## src/rtl/mm_radix16_unload.sv

```systemverilog
// Result unloader for the radix-16 Montgomery multiplier.
// Pass 1 finds D>=M; pass 2 streams D-M or D, LSW first.
module mm_radix16_unload #(
    parameter int W      = 16,
    parameter int AW     = 8,
    parameter int RD_LAT = 1
) (
    input  logic          clk,
    input  logic          rst,
    input  logic          start,
    input  logic [3:0]    e,
    output logic [AW-1:0] R_addr,
    input  logic [W-1:0]  R,
    output logic [AW-1:0] M_addr,
    input  logic [W-1:0]  M,
    output logic [W-1:0]  out_data,
    output logic          out_valid,
    input  logic          out_ready,
    output logic          out_last,
    output logic          busy,
    output logic          done
);
    localparam int TW = $clog2(RD_LAT + 1) + 1;

    typedef enum logic [1:0] {
        IDLE,
        CMP,
        STREAM,
        DONE
    } state_t;

    state_t        state;
    state_t        state_nx;
    logic [AW-1:0] addr;
    logic [AW:0]   last_idx;
    logic [AW:0]   k;
    logic [AW:0]   n_start;
    logic [AW+1:0] cnt;
    logic [AW+1:0] cmp_last;
    logic [TW-1:0] wt;
    logic          b;
    logic          pend_b;
    logic          sub;
    logic [W:0]    diff;
    logic          cmp_end;
    logic          accept;
    logic          last_acc;
    logic          load;

    assign R_addr   = addr;
    assign M_addr   = addr;
    assign cmp_last = {1'b0, last_idx} + (AW+2)'(RD_LAT);
    assign cmp_end  = (state == CMP) && (cnt == cmp_last);
    assign accept   = out_valid && out_ready;
    assign last_acc = accept && out_last;
    assign load     = (state == STREAM) && !out_valid
                      && (wt == TW'(RD_LAT));

    // Word count from e, clamped so N never exceeds 2^AW
    always_comb begin
        if (int'(e) > AW)
            n_start = (AW+1)'(1) << AW;
        else
            n_start = (AW+1)'(1) << e;
    end

    // One borrow-chain step shared by the compare and stream passes
    always_comb begin
        diff = {1'b0, R} - {1'b0, M} - {{W{1'b0}}, b};
    end

    // State register
    always_ff @(posedge clk or posedge rst) begin
        if (rst)
            state <= IDLE;
        else
            state <= state_nx;
    end

    // Next-state logic
    always_comb begin
        state_nx = state;
        unique case (state)
            IDLE:    if (start) state_nx = CMP;
            CMP:     if (cmp_end) state_nx = STREAM;
            STREAM:  if (last_acc) state_nx = DONE;
            DONE:    state_nx = IDLE;
            default: state_nx = IDLE;
        endcase
    end

    // Status outputs decoded from state
    always_comb begin
        busy = (state != IDLE);
        done = (state == DONE);
    end

    // Address sequencing, borrow chain and output word register
    always_ff @(posedge clk or posedge rst) begin
        if (rst) begin
            addr      <= '0;
            last_idx  <= '0;
            k         <= '0;
            cnt       <= '0;
            wt        <= '0;
            b         <= 1'b0;
            pend_b    <= 1'b0;
            sub       <= 1'b0;
            out_data  <= '0;
            out_valid <= 1'b0;
            out_last  <= 1'b0;
        end else begin
            unique case (state)
                IDLE: begin
                    if (start) begin
                        addr     <= '0;
                        cnt      <= '0;
                        b        <= 1'b0;
                        k        <= '0;
                        last_idx <= n_start - 1'b1;
                    end
                end
                CMP: begin
                    cnt <= cnt + 1'b1;
                    if (cnt < {1'b0, last_idx})
                        addr <= addr + 1'b1;
                    if (cnt >= (AW+2)'(RD_LAT))
                        b <= diff[W];
                    if (cmp_end) begin
                        sub  <= ~diff[W];
                        b    <= 1'b0;
                        addr <= '0;
                        wt   <= '0;
                        k    <= '0;
                    end
                end
                STREAM: begin
                    if (load) begin
                        out_data  <= sub ? diff[W-1:0] : R;
                        pend_b    <= diff[W];
                        out_valid <= 1'b1;
                        out_last  <= (k == last_idx);
                        if (k < last_idx)
                            addr <= addr + 1'b1;
                    end else if (!out_valid) begin
                        wt <= wt + 1'b1;
                    end
                    if (accept) begin
                        out_valid <= 1'b0;
                        out_last  <= 1'b0;
                        b         <= pend_b;
                        k         <= k + 1'b1;
                        wt        <= TW'(1);
                    end
                end
                DONE: begin
                end
                default: begin
                end
            endcase
        end
    end
endmodule

```

## config.mk

```make
export PLATFORM = sky130hd
export DESIGN_NAME = mm_radix16_unload
export DESIGN_NICKNAME = d
export VERILOG_FILES = /design/src/rtl/mm_radix16_unload.sv
export SDC_FILE = /design/constraint.sdc
export NUM_CORES = 1
export LEC_CHECK = 0
export ABC_AREA = 0
export BUFFER_PORTS_ARGS = -buffer_cell sky130_fd_sc_hd__clkbuf_2
export CAP_MARGIN = 10
export CORE_ASPECT_RATIO = 0.6
export CORE_UTILIZATION = 33
export CTS_CLUSTER_DIAMETER = 50
export CTS_CLUSTER_SIZE = 25
export DETAILED_ROUTE_END_ITERATION = 6
export PLACE_DENSITY = 0.59
export SLEW_MARGIN = 20
export SYNTH_ARGS = -nofsm -noshare
export SYNTH_HDL_FRONTEND = slang
export SYNTH_SLANG_ARGS = --single-unit
```

## constraint.sdc

```tcl
create_clock -name clk -period 2.85 [get_ports clk]
set_clock_uncertainty 0.05 [all_clocks]
set_input_delay 0.57 -clock clk [delete_from_list [all_inputs] [get_ports clk]]
set_output_delay 0.57 -clock clk [all_outputs]
set_load 0.005 [all_outputs]
```

Yosys cells after proc, flatten, opt, wreduce, memory -nomap -nowiden:

Cells that the tools add are included.
Widths: inputs -> output; s select.

* bits in registers: 61
* input port bits: 40
* output and inout bits: 36
* word-level logic and storage cells: 96

* $add $sub $neg: 8
* order comparisons: 4
* eq/ne operators: 16
* shift-type cells: 1
* mux-type cells: 32
* bitwise logic cells: 1
* reduce and logical (&&, ||, !) cells: 22

Operators with widths (number)
* $mux 8: 5
* $mux 9: 4
* $pmux 9 s3: 1
* $pmux 8 s3: 1
* $pmux 10 s2: 1
* $sub 16x16->17: 1
* $sub 17x1->17: 1
* $mux 16: 1
* $mux 2: 7
* $reduce_and 4->1: 3
* $add 10x1->10 const B: 1
* $add 9x1->10 const B: 1
* $eq 10x10->1: 1
* $ge 10x1->1 const B: 1
* $lt 10x9->1: 1
* $mux 10: 1
* $ne 2x2->1 const B: 5
* $reduce_and 2->1: 5
* $add 9x1->9 const B: 1
* $eq 9x9->1: 1
* $lt 9x9->1: 1
* $shl 1x4->9 const A: 1
* $sub 9x1->9 const B: 1
* $add 8x1->8 const B: 1
* 19 further kinds: 37

Logic depth before layout (Yosys ltp):

* depth in word-level cells: 6
* gate-level depth with buffers: 13
* depth with buffers taken out: 12

Worst setup path after synthesis:

OpenSTA, ideal clock, no wires.

* kind: input to register
* start: input port M[0]
* end: register b
* setup time: 0.087 ns
* arrival: 2.948 ns
* required time: 2.713 ns
* slack: -0.235 ns
* cell stages on the path: 11
* cells stage by stage: inv_1 fa_1 fa_1 nand2b_1 a31o_2 a21oi_1 a21oi_1 a221oi_1 xnor2_1 or3_1 a22oi_1

* word-level cells in the longest chain between the ends: 5

RTL lines
* start, declared: line 15 `input logic [W-1:0] M,`
* $sub 16x16->17: line 69 `diff = {1'b0, R} - {1'b0, M} - {{W{1'b0}}, b};`
* $sub 17x1->17: line 69
* $mux 1: line 127 `if (cnt >= (AW+2)'(RD_LAT))`
* $mux 1: line 129 `if (cmp_end) begin`
* $pmux 1 s3: line 113 `unique case (state)`
* end signal, assigned: line 128 `b <= diff[W];`
* end signal, assigned: line 151 `b <= pend_b;`
* end, declared: line 41 `logic b;`

Every way passes these cells. The select of a mux whose other input is x is not followed.
A chain may end at the register's enable or synchronous reset.

Worst setup path in the final report:

* start: input port R[0]
* end: register b

* word-level cells in the longest chain between the ends: 5

RTL lines
* start, declared: line 13 `input logic [W-1:0] R,`
* $sub 16x16->17: line 69
* $sub 17x1->17: line 69
* $mux 1: line 127
* $mux 1: line 129
* $pmux 1 s3: line 113

Every way passes these cells. The select of a mux whose other input is x is not followed.

==> metrics.txt <==
Pint 1.94 mW; CTS max path bufs 2; floorplan die width 160 um; post-detailed-route via-to-cell ratio 4.95; Die Footprint 15,400 sq um; Post-Synthesis Cell Area 4910 sq um; Switching Share 27.1%; Worst Path Max Fanout 3; reg-to-reg endpoint b; row cnt 34; startpoint-to-endpoint class of the critical path primary input to register; NumNets Final 791; gate count after technology mapping 582; P_leak 3.04 nW; area of the core region 14,500 sq um; Clk network pwr share 42.5%; initial antenna violation count 1; io pins 76; Port Buffers 75; Req. time, crit path 3.05 ns; met3 usage in global routing 4.78%; post-route setup slack 0.0938 ns; final setup TNS 0 ns; crit path launch type primary input; Crit path arrival time 2.96 ns; clock latency on the worst-skew pair 0.33 ns; CTS tree done; CTS H-tree depth 3; reg-to-reg slack, setup 0.13 ns; met1 capacity usage during global routing 25.1%; VDD IR max 0.255 mV; clock transition time at the flip-flop clock pins of the worst setup and hold paths 0.06 ns; highest attainable clock frequency 363 MHz; sequential group share of total power 34.4%; Worst Setup End Kind register; number of endpoints with negative hold slack in the final report 0; power density relative to cell area 428 nW/um^2; clock sink count 61; overall overflow remaining after global route 0; final critical delay including setup and external delays 2.76 ns; routed vias 4,417; CP max-delay cell sky130_fd_sc_hd__fa_2; share of the cycle needed by the critical path after routing 96.7%; Critical Path Max Stage Delay 0.40 ns; number of max-capacitance violations reported 0; share of layout cells above drive strength 1 26.5%; met2 usage 23.0%; number of buffers added to fix hold violations after cts 0; number of distinct library cells after synthesis 61; Iteration-0 DRC Markers 277; syn_nets 684; final worst hold slack 0.112 ns; Final Routed Wirelength 12,700 um; post-detailed-route count of antenna-violating nets 0; Reg2Reg Launch Point b; Placement Setup Slack -0.295 ns; global-route wire length before repair 20,100 um; Root Driver sky130_fd_sc_hd__clkbuf_16; post-synthesis async set-or-reset flop share 100%; worst-margin pin slew 0.979 ns; number of clock buffers inserted by TritonCTS 9; CP most frequent cell sky130_fd_sc_hd__fa_2; CP Buf/Inv Count 1; number of design rule violations left after detail routing 0; share of the yosys chip area belonging to registers 31.1%; power consumption 2.66 mW; worst hold-check path type primary input to asynchronous set/reset pin; die span in y 96.5 um; number of global-route vias before repair 3,941; Initial Util 33.9%; part of the total power dissipated in combinational logic 23.1%; yosys synthesis warning count 0; GPL Wtd Cong 0.907; cell chain of the critical path clkbuf_2 -> fa_2 -> fa_2 -> nand2b_4 -> a31o_4 -> a21oi_4 -> a21oi_2 -> a221oi_2 -> xnor2_2 -> or3_1 -> a22oi_2; run status complete, no violations; FF+latch count, synth 61; post-synthesis area per instance 8.44 sq um; Setup-failing EPs final 0; GRT Total Usage 16.7%; total iterations of the first detailed-routing run 4; leading cell types in the layout, fill and taps excluded sky130_fd_sc_hd__clkbuf_2, sky130_fd_sc_hd__inv_1, sky130_fd_sc_hd__dfrtp_1, sky130_fd_sc_hd__ha_1, sky130_fd_sc_hd__nand2_1; commonest non-fill, non-tap cell in the layout sky130_fd_sc_hd__clkbuf_2; count of flip-flops with a built-in enable after synthesis 0; largest net degree at the start of global routing 52; peak-usage layer in the global routing report met1; average wire per cell in the routed design 14.2 um; max-slew violation count 0; dominant register cell in the synthesized netlist sky130_fd_sc_hd__dfrtp_1; family with the most delay on the worst path compound AO/OA/AOI/OAI gates; detailed placer's ending HPWL 9900 um; depth of the worst register-to-register path 11; layout-stage area growth over the synthesis result 26.7%; max_slew headroom 34.7%; Net Sw Power 720 uW
-- per-layer routing --
metal,share of wire (%),up-vias
met4,0.63,0
met2,40,106
li1,-,2235
met1,54,2071
met3,5.7,5
met5,0,-
-- power by group through the flow --
stage                     logic [mW]  registers [mW]  clock network [mW]
after floorplan                0.382           0.900                   0
after global placement         0.549           0.930                   0
after detailed placement       0.553           0.930                   0
final                          0.615           0.916                1.13
after global routing           0.682           0.918                1.21
after CTS                      0.565           0.916                1.16
-- cells in the mapped netlist, types with 3 or more instances --
| master | count | area [sq um] |
|---|---|---|
| sky130_fd_sc_hd__a211oi_1 | 5 | 37.5 |
| sky130_fd_sc_hd__a21o_1 | 8 | 60.1 |
| sky130_fd_sc_hd__a21oi_1 | 26 | 130 |
| sky130_fd_sc_hd__a31oi_1 | 5 | 31.3 |
| sky130_fd_sc_hd__and2_1 | 4 | 25.0 |
| sky130_fd_sc_hd__and3_1 | 7 | 43.8 |
| sky130_fd_sc_hd__buf_2 | 3 | 15.0 |
| sky130_fd_sc_hd__buf_4 | 9 | 67.6 |
| sky130_fd_sc_hd__clkbuf_1 | 15 | 56.3 |
| sky130_fd_sc_hd__dfrtp_1 | 61 | 1530 |
| sky130_fd_sc_hd__ha_1 | 60 | 751 |
| sky130_fd_sc_hd__inv_1 | 72 | 270 |
| sky130_fd_sc_hd__mux2_2 | 4 | 45.0 |
| sky130_fd_sc_hd__mux2i_1 | 13 | 130 |
| sky130_fd_sc_hd__nand2_1 | 58 | 218 |
| sky130_fd_sc_hd__nand2b_1 | 6 | 37.5 |
| sky130_fd_sc_hd__nand3_1 | 23 | 115 |
| sky130_fd_sc_hd__nand3b_1 | 3 | 22.5 |
| sky130_fd_sc_hd__nand4_1 | 9 | 56.3 |
| sky130_fd_sc_hd__nor2_1 | 22 | 82.6 |
| sky130_fd_sc_hd__nor2b_1 | 4 | 25.0 |
| sky130_fd_sc_hd__nor3_1 | 9 | 45.0 |
| sky130_fd_sc_hd__nor3b_1 | 3 | 22.5 |
| sky130_fd_sc_hd__o21ai_0 | 41 | 205 |
| sky130_fd_sc_hd__o21ai_1 | 17 | 85.1 |
| sky130_fd_sc_hd__o21bai_1 | 3 | 22.5 |
| sky130_fd_sc_hd__o31ai_1 | 8 | 60.1 |
| sky130_fd_sc_hd__or2_2 | 5 | 31.3 |
| sky130_fd_sc_hd__or3_1 | 4 | 25.0 |
| sky130_fd_sc_hd__xnor2_1 | 18 | 158 |
| sky130_fd_sc_hd__xor2_1 | 13 | 114 |
-- layout make-up --
class / count / area [sq um]
Timing Repair Buffer: 125 / 763
Clock buffer: 12 / 267
Multi-Input combinational cell: 418 / 3100
Fill cell: 1420 / 8280
Inverter: 74 / 278
Sequential cell: 61 / 1530
Antenna cell: 1 / 2.50
Clock inverter: 4 / 45.0
Tap cell: 198 / 248
-- logic make-up after synthesis --
group | after synthesis | share of synthesized area, %
DFF | 61 | 31.1
buffers and inverters | 103 | 8.78
adders and majority gates | 62 | 16.1
and+or+nand+nor | 169 | 17.4
AOI/OAI and AO/OA | 139 | 17.6
xor gates and xnor gates | 31 | 5.52
muxes | 17 | 3.56
-- flip-flops by register name, indices dropped and copies added, names as in the netlist --
signal,count
pend_b,1
M_addr,8
out_data,16
last_idx,9
cnt,10
wt,2
b,1
out_valid,1
sub,1
out_last,1
k,9
state,2
-- how the worst max path moves through the flow --
stage,startpoint,to,depth (start not counted)
2_1_floorplan,M[0],b,11
3_3_place_gp,R[0],b,11
3_5_place_dp,M[0],out_data[15],14
4_1_cts,R[0],b,11
5_1_grt,M[0],b,12
6_report,R[0],b,11
-- worst register-to-register path, stage by stage (launching register included) --
cell                       delay (ns)
sky130_fd_sc_hd__dfrtp_1         0.33
sky130_fd_sc_hd__inv_2           0.04
sky130_fd_sc_hd__fa_2            0.35
sky130_fd_sc_hd__fa_2            0.36
sky130_fd_sc_hd__nand2b_4        0.17
sky130_fd_sc_hd__a31o_4          0.27
sky130_fd_sc_hd__a21oi_4         0.13
sky130_fd_sc_hd__a21oi_2         0.08
sky130_fd_sc_hd__a221oi_2        0.30
sky130_fd_sc_hd__xnor2_2         0.11
sky130_fd_sc_hd__or3_1           0.32
sky130_fd_sc_hd__a22oi_2         0.14
-- timing repair --
action / in CTS / in global routing
gates cloned: 0 / 0
pin swaps: 1 / 14
resized for setup: 1 / 23
setup buffers: 1 / 4
endpoints found under the setup margin: 1 / 10
-- metrics by stage --
step	utilization (%)	cells	area, sq um
6_report	42.9	893	6230
3_3_place_gp	39.8	871	5770
3_5_place_dp	39.8	871	5770
5_1_grt	42.9	892	6230
4_1_cts	42.0	888	6090
2_1_floorplan	-	582	4950
Power figures use the tool's default switching activity.
